**config.mk**
```make
export PLATFORM = sky130hd
export DESIGN_NAME = apb_uart_rx_fifo
export DESIGN_NICKNAME = d
export VERILOG_FILES = /design/src/rtl/apb_uart_pkg.sv /design/src/rtl/rx_fifo.sv /design/src/rtl/apb_uart_rx_fifo.sv
export SDC_FILE = /design/constraint.sdc
export NUM_CORES = 1
export LEC_CHECK = 0
export ABC_AREA = 1
export CAP_MARGIN = 10
export CORE_ASPECT_RATIO = 0.5
export CORE_MARGIN = 8
export CORE_UTILIZATION = 40
export DETAILED_ROUTE_END_ITERATION = 10
export HOLD_SLACK_MARGIN = 0.08
export MAX_ROUTING_LAYER = met4
export SETUP_SLACK_MARGIN = 0.05
export SYNTH_ARGS = -nofsm -noshare
export SYNTH_HDL_FRONTEND = slang
export SYNTH_SLANG_ARGS = --single-unit
```
**constraint.sdc**
```tcl
create_clock -name clk -period 2.75 [get_ports clk]
set_clock_uncertainty 0.15 [all_clocks]
set_input_delay 0.6875 -clock clk [delete_from_list [all_inputs] [get_ports clk]]
set_output_delay 0.6875 -clock clk [all_outputs]
set_load 0.05 [all_outputs]
```
**src/rtl/apb_uart_pkg.sv**
```systemverilog
// Shared constants for the APB UART receive front end: register map,
// ERROR/STATUS bit positions, legal DATA_SIZE range and the word mask helper.
package apb_uart_pkg;

    typedef enum logic [2:0] {
        ADDR_STATUS    = 3'd0,
        ADDR_ERROR     = 3'd1,
        ADDR_BP_LO     = 3'd2,
        ADDR_BP_HI     = 3'd3,
        ADDR_DATA_SIZE = 3'd4,
        ADDR_FIFO_CTRL = 3'd5,
        ADDR_RX_DATA   = 3'd6,
        ADDR_IRQ_EN    = 3'd7
    } apb_addr_e;

    localparam int unsigned ERR_FRAMING  = 0;
    localparam int unsigned ERR_OVERRUN  = 1;
    localparam int unsigned ERR_OVERFLOW = 2;

    localparam int unsigned STAT_NOT_EMPTY = 0;
    localparam int unsigned STAT_FULL      = 1;
    localparam int unsigned STAT_THRESH    = 2;
    localparam int unsigned STAT_LEVEL_LSB = 3;

    localparam int unsigned DATA_SIZE_MIN = 5;
    localparam int unsigned DATA_SIZE_MAX = 8;

    // Keeps only the low 'size' bits of a received word.
    function automatic logic [7:0] mask_word(input logic [7:0] data, input logic [3:0] size);
        logic [7:0] m;
        for (int unsigned i = 0; i < 8; i++) begin
            m[i] = data[i] & (i < 32'(size));
        end
        return m;
    endfunction

endpackage

```
**src/rtl/rx_fifo.sv**
```systemverilog
// Synchronous FIFO with push, pop, flush, head-of-queue output and fill level.
// DEPTH must be a power of two so the pointers wrap naturally.
module rx_fifo #(
    parameter int unsigned DEPTH = 8,
    parameter int unsigned WIDTH = 8
) (
    input  logic                       clk_i,
    input  logic                       rst_ni,
    input  logic                       push_i,
    input  logic                       pop_i,
    input  logic                       flush_i,
    input  logic [WIDTH-1:0]           wdata_i,
    output logic [WIDTH-1:0]           head_o,
    output logic [$clog2(DEPTH):0]     level_o,
    output logic                       full_o,
    output logic                       empty_o
);
    localparam int unsigned AW = $clog2(DEPTH);
    localparam int unsigned LW = AW + 1;

    logic [WIDTH-1:0] mem_q [DEPTH];
    logic [AW-1:0]    wr_ptr_q, wr_ptr_d;
    logic [AW-1:0]    rd_ptr_q, rd_ptr_d;
    logic [LW-1:0]    level_q, level_d;
    logic             do_push, do_pop;

    assign full_o  = (level_q == LW'(DEPTH));
    assign empty_o = (level_q == '0);
    assign head_o  = mem_q[rd_ptr_q];
    assign level_o = level_q;

    // A pop in the same cycle frees the slot a push into a full FIFO needs.
    assign do_pop  = pop_i & ~empty_o;
    assign do_push = push_i & (~full_o | do_pop);

    always_comb begin
        wr_ptr_d = wr_ptr_q;
        rd_ptr_d = rd_ptr_q;
        level_d  = level_q;
        if (flush_i) begin
            wr_ptr_d = '0;
            rd_ptr_d = '0;
            level_d  = '0;
        end else begin
            if (do_push) wr_ptr_d = wr_ptr_q + 1'b1;
            if (do_pop)  rd_ptr_d = rd_ptr_q + 1'b1;
            level_d = level_q + LW'(do_push) - LW'(do_pop);
        end
    end

    always_ff @(posedge clk_i or negedge rst_ni) begin
        if (!rst_ni) begin
            wr_ptr_q <= '0;
            rd_ptr_q <= '0;
            level_q  <= '0;
        end else begin
            wr_ptr_q <= wr_ptr_d;
            rd_ptr_q <= rd_ptr_d;
            level_q  <= level_d;
        end
    end

    always_ff @(posedge clk_i) begin
        if (do_push && !flush_i) mem_q[wr_ptr_q] <= wdata_i;
    end

endmodule

```
**src/rtl/apb_uart_rx_fifo.sv**
```systemverilog
// APB slave front end for the UART receiver: drains received words into a FIFO,
// holds sticky error flags, line configuration, FIFO threshold and interrupt.
module apb_uart_rx_fifo
    import apb_uart_pkg::*;
#(
    parameter int unsigned FIFO_DEPTH       = 8,
    parameter int unsigned BP_WIDTH         = 14,
    parameter int unsigned RESET_BIT_PERIOD = 10,
    parameter int unsigned RESET_DATA_SIZE  = 8
) (
    input  logic                clk,
    input  logic                n_rst,
    input  logic                psel,
    input  logic [2:0]          paddr,
    input  logic                penable,
    input  logic                pwrite,
    input  logic [7:0]          pwdata,
    output logic [7:0]          prdata,
    output logic                pslverr,
    input  logic [7:0]          rx_data,
    input  logic                data_ready,
    input  logic                overrun_error,
    input  logic                framing_error,
    output logic                data_read,
    output logic [3:0]          data_size,
    output logic [BP_WIDTH-1:0] bit_period,
    output logic                irq
);
    localparam int unsigned LW = $clog2(FIFO_DEPTH) + 1;

    apb_addr_e         addr;
    logic              access, slverr, wr_ok;
    logic [BP_WIDTH-1:0] bp_q, bp_d;
    logic [3:0]        ds_q, ds_d;
    logic [4:0]        thr_q, thr_d;
    logic [1:0]        irq_en_q, irq_en_d;
    logic [2:0]        err_q, err_d;
    logic              data_read_q, data_read_d;
    logic              irq_q, irq_d;

    logic              push, pop, flush, push_req, overflow, err_clr;
    logic [7:0]        head, push_word;
    logic [LW-1:0]     level;
    logic              full, empty, thr_ge;
    logic [4:0]        thr_field;
    logic              flush_only, thr_bad;

    assign addr   = apb_addr_e'(paddr);
    assign access = psel & penable;

    // A write of only the flush bit (threshold field 0) flushes without touching
    // the threshold, so it is not treated as an illegal threshold write.
    assign thr_field  = pwdata[4:0];
    assign flush_only = pwdata[7] && (thr_field == '0);
    assign thr_bad    = !flush_only && ((thr_field == '0) || (thr_field > 5'(FIFO_DEPTH)));

    always_comb begin
        slverr = 1'b0;
        if (access) begin
            if (pwrite) begin
                case (addr)
                    ADDR_STATUS, ADDR_ERROR, ADDR_RX_DATA: slverr = 1'b1;
                    ADDR_DATA_SIZE: slverr = (pwdata < 8'(DATA_SIZE_MIN)) ||
                                             (pwdata > 8'(DATA_SIZE_MAX));
                    ADDR_FIFO_CTRL: slverr = thr_bad;
                    default:        slverr = 1'b0;
                endcase
            end else begin
                slverr = (addr == ADDR_RX_DATA) && empty;
            end
        end
    end

    assign wr_ok    = access & pwrite & ~slverr;
    assign pop      = access & ~pwrite & (addr == ADDR_RX_DATA) & ~empty;
    assign flush    = wr_ok & (addr == ADDR_FIFO_CTRL) & pwdata[7];
    assign err_clr  = access & ~pwrite & (addr == ADDR_ERROR);
    assign push_req = data_ready & ~data_read_q;
    assign push     = push_req & ~flush & (~full | pop);
    assign overflow = push_req & ~flush & full & ~pop;
    assign push_word = mask_word(rx_data, ds_q);
    assign thr_ge   = (5'(level) >= thr_q);

    rx_fifo #(
        .DEPTH (FIFO_DEPTH),
        .WIDTH (8)
    ) u_rx_fifo (
        .clk_i   (clk),
        .rst_ni  (n_rst),
        .push_i  (push),
        .pop_i   (pop),
        .flush_i (flush),
        .wdata_i (push_word),
        .head_o  (head),
        .level_o (level),
        .full_o  (full),
        .empty_o (empty)
    );

    always_comb begin
        bp_d     = bp_q;
        ds_d     = ds_q;
        thr_d    = thr_q;
        irq_en_d = irq_en_q;
        if (wr_ok) begin
            case (addr)
                ADDR_BP_LO:     bp_d[7:0] = pwdata;
                ADDR_BP_HI:     bp_d[BP_WIDTH-1:8] = pwdata[BP_WIDTH-9:0];
                ADDR_DATA_SIZE: ds_d = pwdata[3:0];
                ADDR_FIFO_CTRL: if (thr_field != '0) thr_d = thr_field;
                ADDR_IRQ_EN:    irq_en_d = pwdata[1:0];
                default:        ;
            endcase
        end
    end

    // Same-cycle set beats clear-on-read.
    always_comb begin
        err_d = err_clr ? '0 : err_q;
        if (framing_error) err_d[ERR_FRAMING]  = 1'b1;
        if (overrun_error) err_d[ERR_OVERRUN]  = 1'b1;
        if (overflow)      err_d[ERR_OVERFLOW] = 1'b1;
    end

    assign data_read_d = push_req;
    assign irq_d       = (irq_en_q[0] & thr_ge) | (irq_en_q[1] & (|err_q));

    always_comb begin
        prdata = '0;
        if (access && !pwrite) begin
            case (addr)
                ADDR_STATUS:    prdata = {5'(level), thr_ge, full, ~empty};
                ADDR_ERROR:     prdata = {5'b0, err_q};
                ADDR_BP_LO:     prdata = bp_q[7:0];
                ADDR_BP_HI:     prdata = 8'(bp_q[BP_WIDTH-1:8]);
                ADDR_DATA_SIZE: prdata = {4'b0, ds_q};
                ADDR_FIFO_CTRL: prdata = {3'b0, thr_q};
                ADDR_RX_DATA:   prdata = empty ? 8'h00 : head;
                ADDR_IRQ_EN:    prdata = {6'b0, irq_en_q};
                default:        prdata = '0;
            endcase
        end
    end

    always_ff @(posedge clk or negedge n_rst) begin
        if (!n_rst) begin
            bp_q        <= BP_WIDTH'(RESET_BIT_PERIOD);
            ds_q        <= 4'(RESET_DATA_SIZE);
            thr_q       <= 5'd1;
            irq_en_q    <= '0;
            err_q       <= '0;
            data_read_q <= 1'b0;
            irq_q       <= 1'b0;
        end else begin
            bp_q        <= bp_d;
            ds_q        <= ds_d;
            thr_q       <= thr_d;
            irq_en_q    <= irq_en_d;
            err_q       <= err_d;
            data_read_q <= data_read_d;
            irq_q       <= irq_d;
        end
    end

    assign pslverr    = slverr;
    assign data_read  = data_read_q;
    assign data_size  = ds_q;
    assign bit_period = bp_q;
    assign irq        = irq_q;

endmodule
```
==> impl_metrics.env <==
export IMPL_fmax_mhz=355.9
export IMPL_drt_iter0_drc=297
export IMPL_wirelength_um=14920
export IMPL_core_um2=12480
export IMPL_final_setup_worst_slack_ps=-60.12
export IMPL_insertedDiodeCount=0
export IMPL_relSlewSlack=0.5577
export IMPL_dpl_hpwl_um=10380
export IMPL_fp_dieArea_um2=16650
export IMPL_syn_area_per_cell_um2=10.11
export IMPL_tightest_slew_ps=660.4
export IMPL_fin_nets=698
export IMPL_fin_crit_sh=1.022
export IMPL_grt_pass1_vias=4345
export IMPL_crit_path_end_kind="output pin"
export IMPL_vias=4287
export IMPL_grt_pass1_wl_um=23450
export IMPL_firstDrtPassIters=5
export IMPL_dieWidth_um=174.6
export IMPL_highest_layer="met4"
export IMPL_grt_max_degree=33
export IMPL_htreeDepth=3
export IMPL_synth_enable_flop_cells=64
export IMPL_port_buffers=55
export IMPL_ys_seq_area_frac=0.5817
export IMPL_cts_tree="built"
export IMPL_violations="negative setup slack"
export IMPL_synth_area_um2=5034
export IMPL_ys_warn_count=0
export IMPL_outcome="finished, violations left"
export IMPL_crit_arrival_ps=1970
export IMPL_cp_max_fo=8
export IMPL_synth_nets=538
export IMPL_cts_root_buf="clkbuf_16"
export IMPL_finalHoldViolCount=0
export IMPL_initial_core_util=0.4033
export IMPL_report_final_slew_viol_count=0
export IMPL_vias_per_cell=5.146
export IMPL_antenna_found_initial=0
export IMPL_fin_crit_ps=2810
export IMPL_synthCells=498
export IMPL_hp_class="in -> async"
export IMPL_drc=0
export IMPL_drive_above_1_share=0.3484
export IMPL_final_cell_mix="95 x buf_4, 64 x edfxtp_1, 57 x nor2_1"
export IMPL_drt_met1_wl_um=6685
export IMPL_ys_flop_type="edfxtp_1"
export IMPL_finalSetupViolCount=6
export IMPL_path_clk_slew_ps=70
export IMPL_syn_to_final_growth_pct=45.12
export IMPL_async_reset_ff_frac=0.3846
export IMPL_clock_sinks=104
export IMPL_layout_commonest_cell="buf_4"
export IMPL_synth_top_area_cell="edfxtp_1"
export IMPL_synth_seq_cells=104
export IMPL_peakVddDrop_v=0.0004257
export IMPL_drv_cap=0
export IMPL_clk_latency_ps=350
export IMPL_gp_congestion=0.9100
export IMPL_postCtsHoldBufs=0
export IMPL_required_ps=1910
export IMPL_path_class="in -> out"
export IMPL_clk_path_buf_depth=2
export IMPL_placed_cells=791
export IMPL_rows=29
export IMPL_gr_total_overflow=0
export IMPL_synth_cell_types=43
export IMPL_synth_top_area_frac=0.3818
export IMPL_grt_usage=0.1893
export IMPL_layout_cells_non_filler=833
export IMPL_drt_wirelength_per_cell_um=17.91
export IMPL_power_w=0.005752
export IMPL_start_kind="primary input"
export IMPL_power_leakage_nw=2.990
export IMPL_met3_length_um=691
export IMPL_rsz0062_at_grt="true"
export IMPL_synth_area_leaders="edfxtp_1 38%, dfrtp_1 18%, o21ai_0 6.3%"
export IMPL_numCtsBuffers=9
export IMPL_boundaryPins=56
export IMPL_die_y_um=95.32
export IMPL_ant_nets=0
export IMPL_routed_wl_met2_um=7199
export IMPL_powerDensity_nw_per_um2=787.5
[worst paths after layout]
check | startpoint | endpoint | slack, ps | cells past startpoint
min reg2reg | irq_en_q[0] | irq | 350 | 2
max | paddr[2] | prdata[1] | -60 | 8
min in group clk | irq_en_q[0] | irq | 350 | 2
max reg2reg | u_rx_fifo.level_o[1] | u_rx_fifo.level_o[2] | 260 | 14
min | n_rst | irq_en_q[0] | 160 | 2
max in group asynchronous | n_rst | data_size[3] | 2000 | 2
[sequential cells by signal (all words and copies together), names as in the netlist]
name	cells
data_read	1
irq	1
err_q	3
irq_en_q	2
u_rx_fifo.mem_q	64
u_rx_fifo.rd_ptr_q	3
bit_period	14
u_rx_fifo.level_o	4
u_rx_fifo.wr_ptr_q	3
thr_q	5
data_size	4
[synthesized netlist by cell type, drive strengths merged (2+ instances only)]
library cell and n:
nor2 76, o21ai 65, edfxtp 64, nand2 63, inv 58, dfrtp 36, nand3 27, o211ai 13
a21oi 12, ha 12, clkbuf 9, o22ai 8, buf 6, mux2i 6, o221ai 6, a31oi 4
dfstp 4, nor3 4, o21a 4, xor2 3, a21boi 2, clkinv 2, o21bai 2, o32ai 2
xnor2 2
[final cells by class]
class,count,area [um2]
clock buffers,10,229.0
clock inverters,6,50.05
fillers,1070,5177
inverters,60,239.0
multi-input cells,319,2160
flip-flops and latches,104,2929
well taps,170,212.7
repair buffers,164,1485
[cell families after synthesis]
family	synth area share
AOI/OAI and AO/OA	0.1447
xor gates and xnor gates	0.008702
adders and majority gates	0.03380
buffers and inverters	0.06015
DFF	0.5817
muxes	0.01193
and+or+nand+nor	0.1591
[routing by layer]
layer,vias up,global-route usage
met5,-,-
met4,0,0.06657
met3,22,0.03202
met2,123,0.3160
met1,2091,0.2327
li1,2051,-
[power breakdown]
part,internal [W],switching (W)
Clock,0.000628,0.000602
Combinational,0.000989,0.00137
Sequential,0.00197,0.000196
[stage by stage]
stage / setup WS (ps) / hold slack [ps] / util / TNS [ps] / area (um2)
floorplan: -110.8 / 241.9 / - / -160.0 / 5140
global placement: -512.3 / 326.3 / 0.5183 / -26120 / 6470
detailed placement: -537.1 / 332.7 / 0.5183 / -27140 / 6470
CTS: -96.03 / 163.0 / 0.5809 / -191.0 / 7251
global route: -139.4 / 173.9 / 0.5852 / -847.4 / 7305
finish: -60.12 / 158.4 / 0.5852 / -175.5 / 7305
[timing repair]
action                     CTS  global route
pin swaps                   32            11
setup buffers               28             3
setup endpoints to repair   72            19
cloned                       1             0
resized for setup          119            20
[worst max-delay path, stage by stage]
cell and delay (ps):
buf_2 160, buf_4 160, nand3_4 90, nor2_4 110, buf_12 130, o211ai_1 170, a31oi_2 270, buf_6 190
Note: power is estimated with default switching activity, not from simulation.
